**src/rtl/feed_tx.sv**
```systemverilog
// feed_tx: serializes one (price, quantity) update into a SYNC-framed byte stream with optional XOR checksum
module feed_tx #(
  parameter logic [7:0] SYNC_BYTE   = 8'hAA,
  parameter int         GAP_CYCLES  = 2,
  parameter bit         CHECKSUM_EN = 1'b1
) (
  input  logic        clk,
  input  logic        rst,
  input  logic        send_valid,
  output logic        send_ready,
  input  logic [31:0] price_in,
  input  logic [31:0] quantity_in,
  output logic [7:0]  tx_data,
  output logic        tx_valid,
  input  logic        tx_ready,
  output logic        packet_sent,
  output logic [15:0] packet_count
);
  typedef enum logic [2:0] {IDLE, SYNC, PAYLOAD, CSUM, GAP} state_t;
  localparam state_t END_STATE = (GAP_CYCLES > 0) ? GAP : IDLE;
  localparam logic [3:0] GAP_INIT = 4'(GAP_CYCLES - 1);
  state_t state, state_n;
  logic [2:0] idx, idx_n;
  logic [3:0] gap, gap_n;
  logic [31:0] price, qty, price_n, qty_n;
  logic [7:0] csum, csum_n, byte_n;
  logic [63:0] payload_n;
  logic xfer, done;
  always_comb begin
    state_n = state;
    idx_n = idx;
    gap_n = gap;
    price_n = price;
    qty_n = qty;
    csum_n = csum;
    done = 1'b0;
    xfer = tx_valid && tx_ready;
    case (state)
      IDLE: if (send_valid && send_ready) begin
        state_n = SYNC;
        price_n = price_in;
        qty_n = quantity_in;
        csum_n = '0;
      end
      SYNC: if (xfer) begin
        state_n = PAYLOAD;
        idx_n = '0;
      end
      PAYLOAD: if (xfer) begin
        csum_n = csum ^ tx_data;
        idx_n = idx + 3'd1;
        if (idx == 3'd7) begin
          state_n = CHECKSUM_EN ? CSUM : END_STATE;
          done = !CHECKSUM_EN;
          gap_n = GAP_INIT;
        end
      end
      CSUM: if (xfer) begin
        state_n = END_STATE;
        done = 1'b1;
        gap_n = GAP_INIT;
      end
      GAP: begin
        state_n = (gap == 4'd0) ? IDLE : GAP;
        gap_n = gap - 4'd1;
      end
      default: state_n = IDLE;
    endcase
    payload_n = {price_n, qty_n};
    byte_n = (state_n == SYNC) ? SYNC_BYTE :
             (state_n == CSUM) ? csum_n : payload_n[{3'd7 - idx_n, 3'b000} +: 8];
  end
  always_ff @(posedge clk) begin
    if (rst) begin
      state <= IDLE;
      idx <= '0;
      gap <= '0;
      price <= '0;
      qty <= '0;
      csum <= '0;
      tx_data <= '0;
      tx_valid <= 1'b0;
      send_ready <= 1'b0;
      packet_sent <= 1'b0;
      packet_count <= '0;
    end else begin
      state <= state_n;
      idx <= idx_n;
      gap <= gap_n;
      price <= price_n;
      qty <= qty_n;
      csum <= csum_n;
      tx_valid <= state_n inside {SYNC, PAYLOAD, CSUM};
      tx_data <= (state_n inside {SYNC, PAYLOAD, CSUM}) ? byte_n : tx_data;
      send_ready <= state_n == IDLE;
      packet_sent <= done;
      packet_count <= packet_count + 16'(done);
    end
  end
endmodule

```
**config.mk**
```make
export PLATFORM = sky130hd
export DESIGN_NAME = feed_tx
export DESIGN_NICKNAME = d
export VERILOG_FILES = /design/src/rtl/feed_tx.sv
export SDC_FILE = /design/constraint.sdc
export NUM_CORES = 1
export LEC_CHECK = 0
export CAP_MARGIN = 30
export CORE_UTILIZATION = 57
export DETAILED_ROUTE_END_ITERATION = 10
export GPL_TIMING_DRIVEN = 0
export PLACE_DENSITY = 0.86
export SETUP_SLACK_MARGIN = 0.1
export SKIP_CTS_REPAIR_TIMING = 1
export SLEW_MARGIN = 20
export SYNTH_ARGS = -nofsm -noshare
export SYNTH_HDL_FRONTEND = slang
export SYNTH_SLANG_ARGS = --single-unit
```
**constraint.sdc**
```tcl
create_clock -name clk -period 5.1 [get_ports clk]
set_clock_uncertainty 0.15 [all_clocks]
set_input_delay 1.53 -clock clk [delete_from_list [all_inputs] [get_ports clk]]
set_output_delay 1.53 -clock clk [all_outputs]
set_load 0.03 [all_outputs]
```
Word level (Yosys, flattened, before mapping)
Cells that the tools add are included. Widths: inputs -> output; s select.

Bits in registers: 109. Output and inout port bits: 27.

Add/sub/neg operators: 4. Equal/unequal tests: 11. Shifts and indexed selects: 1. Multiplexer cells: 25. Bitwise logic cells: 1. Reductions and logical operators: 8.

Operators with widths (number): $mux 32 (4); $shiftx 64x7->8 (1); $mux 8 (4); $mux 3 (8); $add 16x1->16 (1); $pmux 8 s2 (1); $pmux 3 s5 (1); $eq 3x2->1 const B (4); $mux 4 (3); $pmux 4 s3 (1); $xor 8x8->8 (1); $eq 3x1->1 const B (2); $eq 3x3->1 const B (2); $logic_not 3->1 (2); $ne 2x2->1 const B (3); $pmux 3 s2 (1); $reduce_bool 3->1 (2); $logic_not 4->1 (1); $reduce_and 4->1 (1); $sub 4x1->4 const B (1); $add 3x1->3 const B (1); $sub 3x3->3 const A (1); $logic_and 1x1->1 (2); $mux 1 (2).

Logic depth before layout (Yosys ltp)
Gate-level depths: netlist of the first run.

Word-level depth: 7. Mapped depth: 11. Gate-level depth less buffers: 9.

Least setup slack after synthesis of the first run
No wires, ideal clock.

Path type: input-to-reg. From: in tx_ready. To: reg tx_data[6]. Data arrival time: 3269 ps. Slack: 1557 ps. Stages: 11. Buffers on the path: 2. Path through: nand2_1 > ha_1 > or3b_1 > a21o_1 > buf_6 > buf_4 > nand4_1 > nand3_1 > a22o_1 > o311ai_1 > nand2_1.

Longest elaborated chain between the ends: 7. Elaborated cells on any way between the ends: 18. Those cells by class: 1 x add/sub; 3 x eq/ne; 1 x shift; 11 x mux; 2 x reduce/logical.

Ends and longest elaborated chain: start, declared (RTL line 15) `input logic tx_ready,`; $logic_and 1x1->1 (*) (RTL line 37) `xfer = tx_valid && tx_ready;`; $mux 3 (on tied branches) (RTL line 49, 45); $pmux 3 s2 (RTL line 38) `case (state)`; $sub 3x3->3 (RTL line 71) `(state_n == CSUM) ? csum_n : payload_n[{3'd7 - idx_n, 3'b000} +: 8];`; $shiftx 64x7->8 (RTL line 71); $mux 8 (RTL line 71); $mux 8 (RTL line 70) `byte_n = (state_n == SYNC) ? SYNC_BYTE :`; end signal, assigned (RTL line 94) `tx_data <= (state_n inside {SYNC, PAYLOAD, CSUM}) ? byte_n : tx_data;`; end, declared (RTL line 13) `output logic [7:0] tx_data,`.

Mark *: on every way between the ends. The rest lies on a longest branch, timed or not. A chain may end at the register's enable or synchronous reset.

Worst setup path after layout of the first run
From: in tx_ready. To: reg tx_data[2].

Same word-level chain as after synthesis.

==> flow_summary.ini, run 1 <==
[drt]
top_layer = met4
vias = 5606
wire_per_inst_um = 17.6
routed_wirelength_um = 16000
drc = 0
wl_met2_um = 7540
drtAntennaViolNets = 0
met3_length_um = 1590
vias_per_cell = 6.15
firstDrtPassIters = 6
drtIter0Drc = 561
wl_met1_um = 6390

[power]
leakage_uw = 0.00235
cellPowerDensity_mw_per_mm2 = 275
p_total_uw = 1810
ir_drop_v = 0.000155

[clocking]
cts_buffer_depth = 2
cts-root-buf = clkbuf_8
htreeDepth = 3
clock_sinks = 109
clk_pin_slew_ps = 110
cts_tree = done
cts_buffers = 9
clk_latency_ps = 390

[synth]
syn_area_mm2 = 0.00533
syn_nets = 770
synth-edff-count = 0
ys_ff_latch = 109
ys_seq_area_share_pct = 40.9
syn-instance-count = 695
synth_cell_types = 57
synth-main-ff-cell = dfxtp_1
syn_avg_cell_area_um2 = 7.67
async_reset_ff_share_pct = 0
ys_warn_count = 0

[die]
die_h_um = 98.7
core_area_mm2 = 0.00889
dieArea_mm2 = 0.00974
ioPinCount = 95
start_util_pct = 60.0
die_w_um = 98.7
fp-row-count = 34

[worst_hold_path]
holdCritStartpoint = price[18]
whs_path_depth = 2
min_to = price[18]
hold_class = flip-flop to flip-flop

[status]
status = finished, final reports clean

[grt]
grt_antenna_before_repair = 0
grt_pass1_wl_um = 25700
grt_max_degree = 20
grtUsageTotal_pct = 33.6
first_global_vias = 5365
grt_overflow = 0

[worst_setup_path]
crit_required_ps = 5210
path_cells = clkdlybuf4s50_1 -> nand2_1 -> ha_1 -> or3b_1 -> a21o_1 -> nand2_2 -> buf_2 -> a21oi_1 -> or2_0 -> a221oi_1 -> o21ai_0
worstReg2RegStart = state[1]
critPathBufInv = 2
critPathCaptureType = flip-flop
crit_path_start = tx_ready
critPathLaunchType = input port
reg2reg_to = tx_data[2]
crit_path_max_incr_delay_ps = 560
cp_top_family = simple AND/OR/NAND/NOR gates
rrSetupSlack_ps = 2100
path_class = input port to flip-flop
cp.arrival_ps = 4330
rr_worst_depth = 8
critical_path.slowest_cell = clkdlybuf4s50_1
cp_max_fo = 10

[layout]
final_nets = 874
diodes = 0
drive_above_1_share_pct = 8.46
areaGrowthSynthToFinish_pct = 23.8
utilization_pct = 74.2

[run]
drv_cap = 0

[sta]
worst_pin_slew_ps = 785
hold_viol_final = 0
layout_setup_ws_ps = 880
setup_viol = 0
slew_headroom_pct = 47.7
drv_slew = 0
rsz0062_at_grt = no
final.setup.tns_ps = 0
fmax_mhz = 237
min_period_ps = 4220
fin_crit_sh_pct = 82.7

[place]
dp_hpwl_um = 11700
place_congestion = 0.953
post-place-ws_ps = 559
numPortBuffers = 93
-- power breakdown --
group,total (uW),leakage [uW],switching [uW],internal (uW)
Clock,553,0.000104,316,237
Sequential,904,0.000885,18.1,886
Combinational,356,0.00136,217,139
-- tightest hold or removal path, stage by stage, from the launching register on --
cell and delay, ps:
dfxtp_1 330, nand2_1 50, a21oi_1 50
-- stage by stage --
| step | cell area [um^2] | std cells | hold WS [ps] |
|---|---|---|---|
| 2_1_floorplan | 5330 | 695 | 287 |
| 3_3_place_gp | 6400 | 896 | 291 |
| 3_5_place_dp | 6400 | 896 | 298 |
| 4_1_cts | 6600 | 912 | 313 |
| 5_1_grt | 6600 | 912 | 328 |
| 6_report | 6600 | 912 | 315 |
-- flip-flops by register name, indices dropped and copies added, names as in the netlist --
register	count
csum	8
gap	4
tx_valid	1
idx	3
packet_sent	1
send_ready	1
packet_count	16
tx_data	8
price	32
qty	32
state	3
-- worst max path at each step --
stage,endpoint,depth (start not counted)
3_5_place_dp,tx_data[2],11
6_report,tx_data[2],11
3_3_place_gp,tx_data[2],11
2_1_floorplan,tx_data[6],11
4_1_cts,tx_data[2],11
5_1_grt,tx_data[2],11
-- metal layers --
metal | GRT usage (%) | vias up
met4 | 14.2 | 0
li1 | - | 2625
met3 | 7.09 | 57
met1 | 40.9 | 2592
met5 | 0 | -
met2 | 57.6 | 332
-- layout make-up --
cell class                      instances  area, um^2
Fill cell                             696        2290
Multi-Input combinational cell        528        2860
Sequential cell                       109        2180
Clock inverter                          6        76.3
Clock buffer                           10         128
Buffer                                 48         251
Tap cell                              108         135
Timing Repair Buffer                   93         931
Inverter                               10        37.5
-- cell families after synthesis --
logic type,after synthesis,share of synthesized area (%)
flops,109,40.9
simple gates,312,26.0
compound gates,190,22.6
mux,8,1.57
xor+xnor,11,1.81
buf+inv,58,5.42
fa+ha+maj,7,1.64
-- synthesized netlist by cell type (7+ instances only) --
| cell | number | area share [%] |
|---|---|---|
| a21oi_1 | 110 | 10 |
| buf_2 | 21 | 2.0 |
| clkbuf_1 | 17 | 1.2 |
| dfxtp_1 | 109 | 41 |
| ha_1 | 7 | 1.6 |
| inv_1 | 9 | 0.63 |
| nand2_1 | 173 | 12 |
| nand3_1 | 31 | 2.9 |
| nand4_1 | 19 | 2.2 |
| nor2_1 | 41 | 2.9 |
| nor2b_1 | 13 | 1.5 |
| nor3_1 | 7 | 0.66 |
| o211ai_1 | 12 | 1.7 |
| o21ai_0 | 23 | 2.2 |
-- cells in the final DEF, fill, tap and decap left out, drive strengths merged, types with 5 or more instances in the layout --
cell	Yosys	final
nor2b	13	13
a31oi	5	5
clkbuf	17	27
or3	6	6
inv	10	14
nor2	42	42
dfxtp	109	109
a21oi	111	111
xnor2	6	6
and2	6	6
buf	31	31
nor3	7	7
mux2i	5	5
clkdlybuf4s50	0	93
nand2	176	176
ha	7	7
o211ai	12	12
o21ai	27	27
nand3	31	31
xor2	5	5
nand4	19	19
Power figures use the tool's default switching activity.
==> inputs of run 2 (changes only) <==
CORE_UTILIZATION = 53   (was 57)
PLACE_DENSITY = 0.8   (was 0.86)
clock period = 4 ns   (was 5.1 ns; I/O delays follow)
==> run 2 against run 1 <==
Compared with the run above: register-to-register slack worse by 1000 ps; largest power group unchanged; setup slack worse by 650 ps; worst hold slack worse by 1.2 ps; global-route usage is 1.6 points lower; largest cell class unchanged; count of clock-buffer cells in the layout stayed put; combinational power is 29% higher.
==> flow_summary.ini, run 2 (synthesized netlist as in run 1, its figures left out) <==
[status]
status = finished, final reports clean

[clocking]
cts_buffers = 9
clock_sinks = 109
cts-root-buf = clkbuf_8
cts_buffer_depth = 2
htreeDepth = 3
clk_pin_slew_ps = 100
cts_tree = done
clk_latency_ps = 400

[drt]
drc = 0
wire_per_inst_um = 17.6
firstDrtPassIters = 5
vias = 5497
drtAntennaViolNets = 0
routed_wirelength_um = 16500
vias_per_cell = 5.87
drtIter0Drc = 382

[layout]
final_nets = 874
areaGrowthSynthToFinish_pct = 24.6
regArea_mm2 = 0.00218
fill_cells = 862
diodes = 0
final_common_cell = nand2_1
final_cell_mix = nand2_1, a21oi_1, dfxtp_1
reg.largest.list = price (32), qty (32), packet_count (16)
drive_above_1_share_pct = 9.20
final_cells = 937
final_area_mm2 = 0.00664
multi_input_area_mm2 = 0.00289

[sta]
min_period_ps = 3770
slew_headroom_pct = 46.0
fmax_mhz = 265
worst_pin_slew_ps = 811
setup_viol = 0
fin_crit_sh_pct = 94.3
rsz0062_at_grt = yes
hold_viol_final = 0
final.setup.tns_ps = 0
drv_slew = 0

[die]
die_h_um = 102
die_w_um = 102
ioPinCount = 95
start_util_pct = 54.5
core_area_mm2 = 0.00977
fp-row-count = 36
dieArea_mm2 = 0.0105

[grt]
grt_pass1_wl_um = 25200
busiest_layer = met2
grt_overflow = 0
groute.layer.met1.usage_pct = 39.8
grt_max_degree = 19
first_global_vias = 5043
grtUsageTotal_pct = 31.9
use_met2_pct = 55.7
grt_antenna_before_repair = 0
grt_use_met3_pct = 5.95

[worst_setup_path]
path_cells = clkdlybuf4s50_1 -> nand2_2 -> ha_1 -> or3b_1 -> a21o_1 -> nand2_2 -> clkbuf_4 -> a21oi_1 -> or2_0 -> a221oi_1 -> o21ai_0
path_class = input port to flip-flop
cp_max_fo = 10
cp_top_family = simple AND/OR/NAND/NOR gates
crit_top_cell = nand2_2
critPathBufInv = 2
critPathCaptureType = flip-flop
crit_path_max_incr_delay_ps = 570
critical_path.slowest_cell = clkdlybuf4s50_1
crit_required_ps = 4120
critPathLaunchType = input port
cp.arrival_ps = 3900

[power]
cellPowerDensity_mw_per_mm2 = 341
ir_drop_v = 0.000182
p_total_uw = 2270
leakage_uw = 0.00235

[place]
dpl_cell_area_mm2 = 0.00643
numPortBuffers = 93
place_congestion = 0.885
post-place-cells = 921
dp_hpwl_um = 12100

[run]
drv_cap = 0

[worst_hold_path]
hold_class = flip-flop to flip-flop
==> run 2: area by class of cell <==
class / instances / share of cell area [%]
Clock buffer: 10 / 2.07
Timing Repair Buffer: 93 / 14.0
Buffer: 48 / 3.84
Clock inverter: 6 / 0.659
Inverter: 10 / 0.565
Tap cell: 133 / 2.51
Multi-Input combinational cell: 528 / 43.5
Sequential cell: 109 / 32.9
==> run 2: worst min-delay path, stage by stage, from the launching register on <==
cell and delay [ps]:
dfxtp_1 320, nand2_1 50, a21oi_1 50
==> run 2: metrics by stage <==
step	setup WS [ps]	hold slack (ps)	util (%)
after floorplan	787	287	-
after global placement	-121	292	65.8
after detailed placement	-179	299	65.8
after CTS	194	315	67.6
after global routing	90.1	336	67.9
final	228	314	67.9
==> run 2: routing by layer <==
layer / share of wire (%) / routed length, um / vias to the layer above
met5: 0 / 0 / -
li1: - / - / 2623
met3: 8.3 / 1380 / 29
met1: 42 / 6870 / 2561
met2: 48 / 7940 / 284
met4: 2.1 / 341 / 0
==> run 2: power by group <==
group	switching (uW)	internal [uW]
clock network	404	249
registers	23.8	1130
logic	279	180
total	707	1560
==> run 2: path summary, 6_finish.rpt <==
| kind | slack (ps) | cells past startpoint | startpoint | to |
|---|---|---|---|---|
| min | 310 | 2 | price[9] | price[9] |
| max reg2reg | 1080 | 8 | state[1] | tx_data[4] |
| min reg2reg | 310 | 2 | price[9] | price[9] |
| max | 230 | 11 | tx_ready | tx_data[0] |
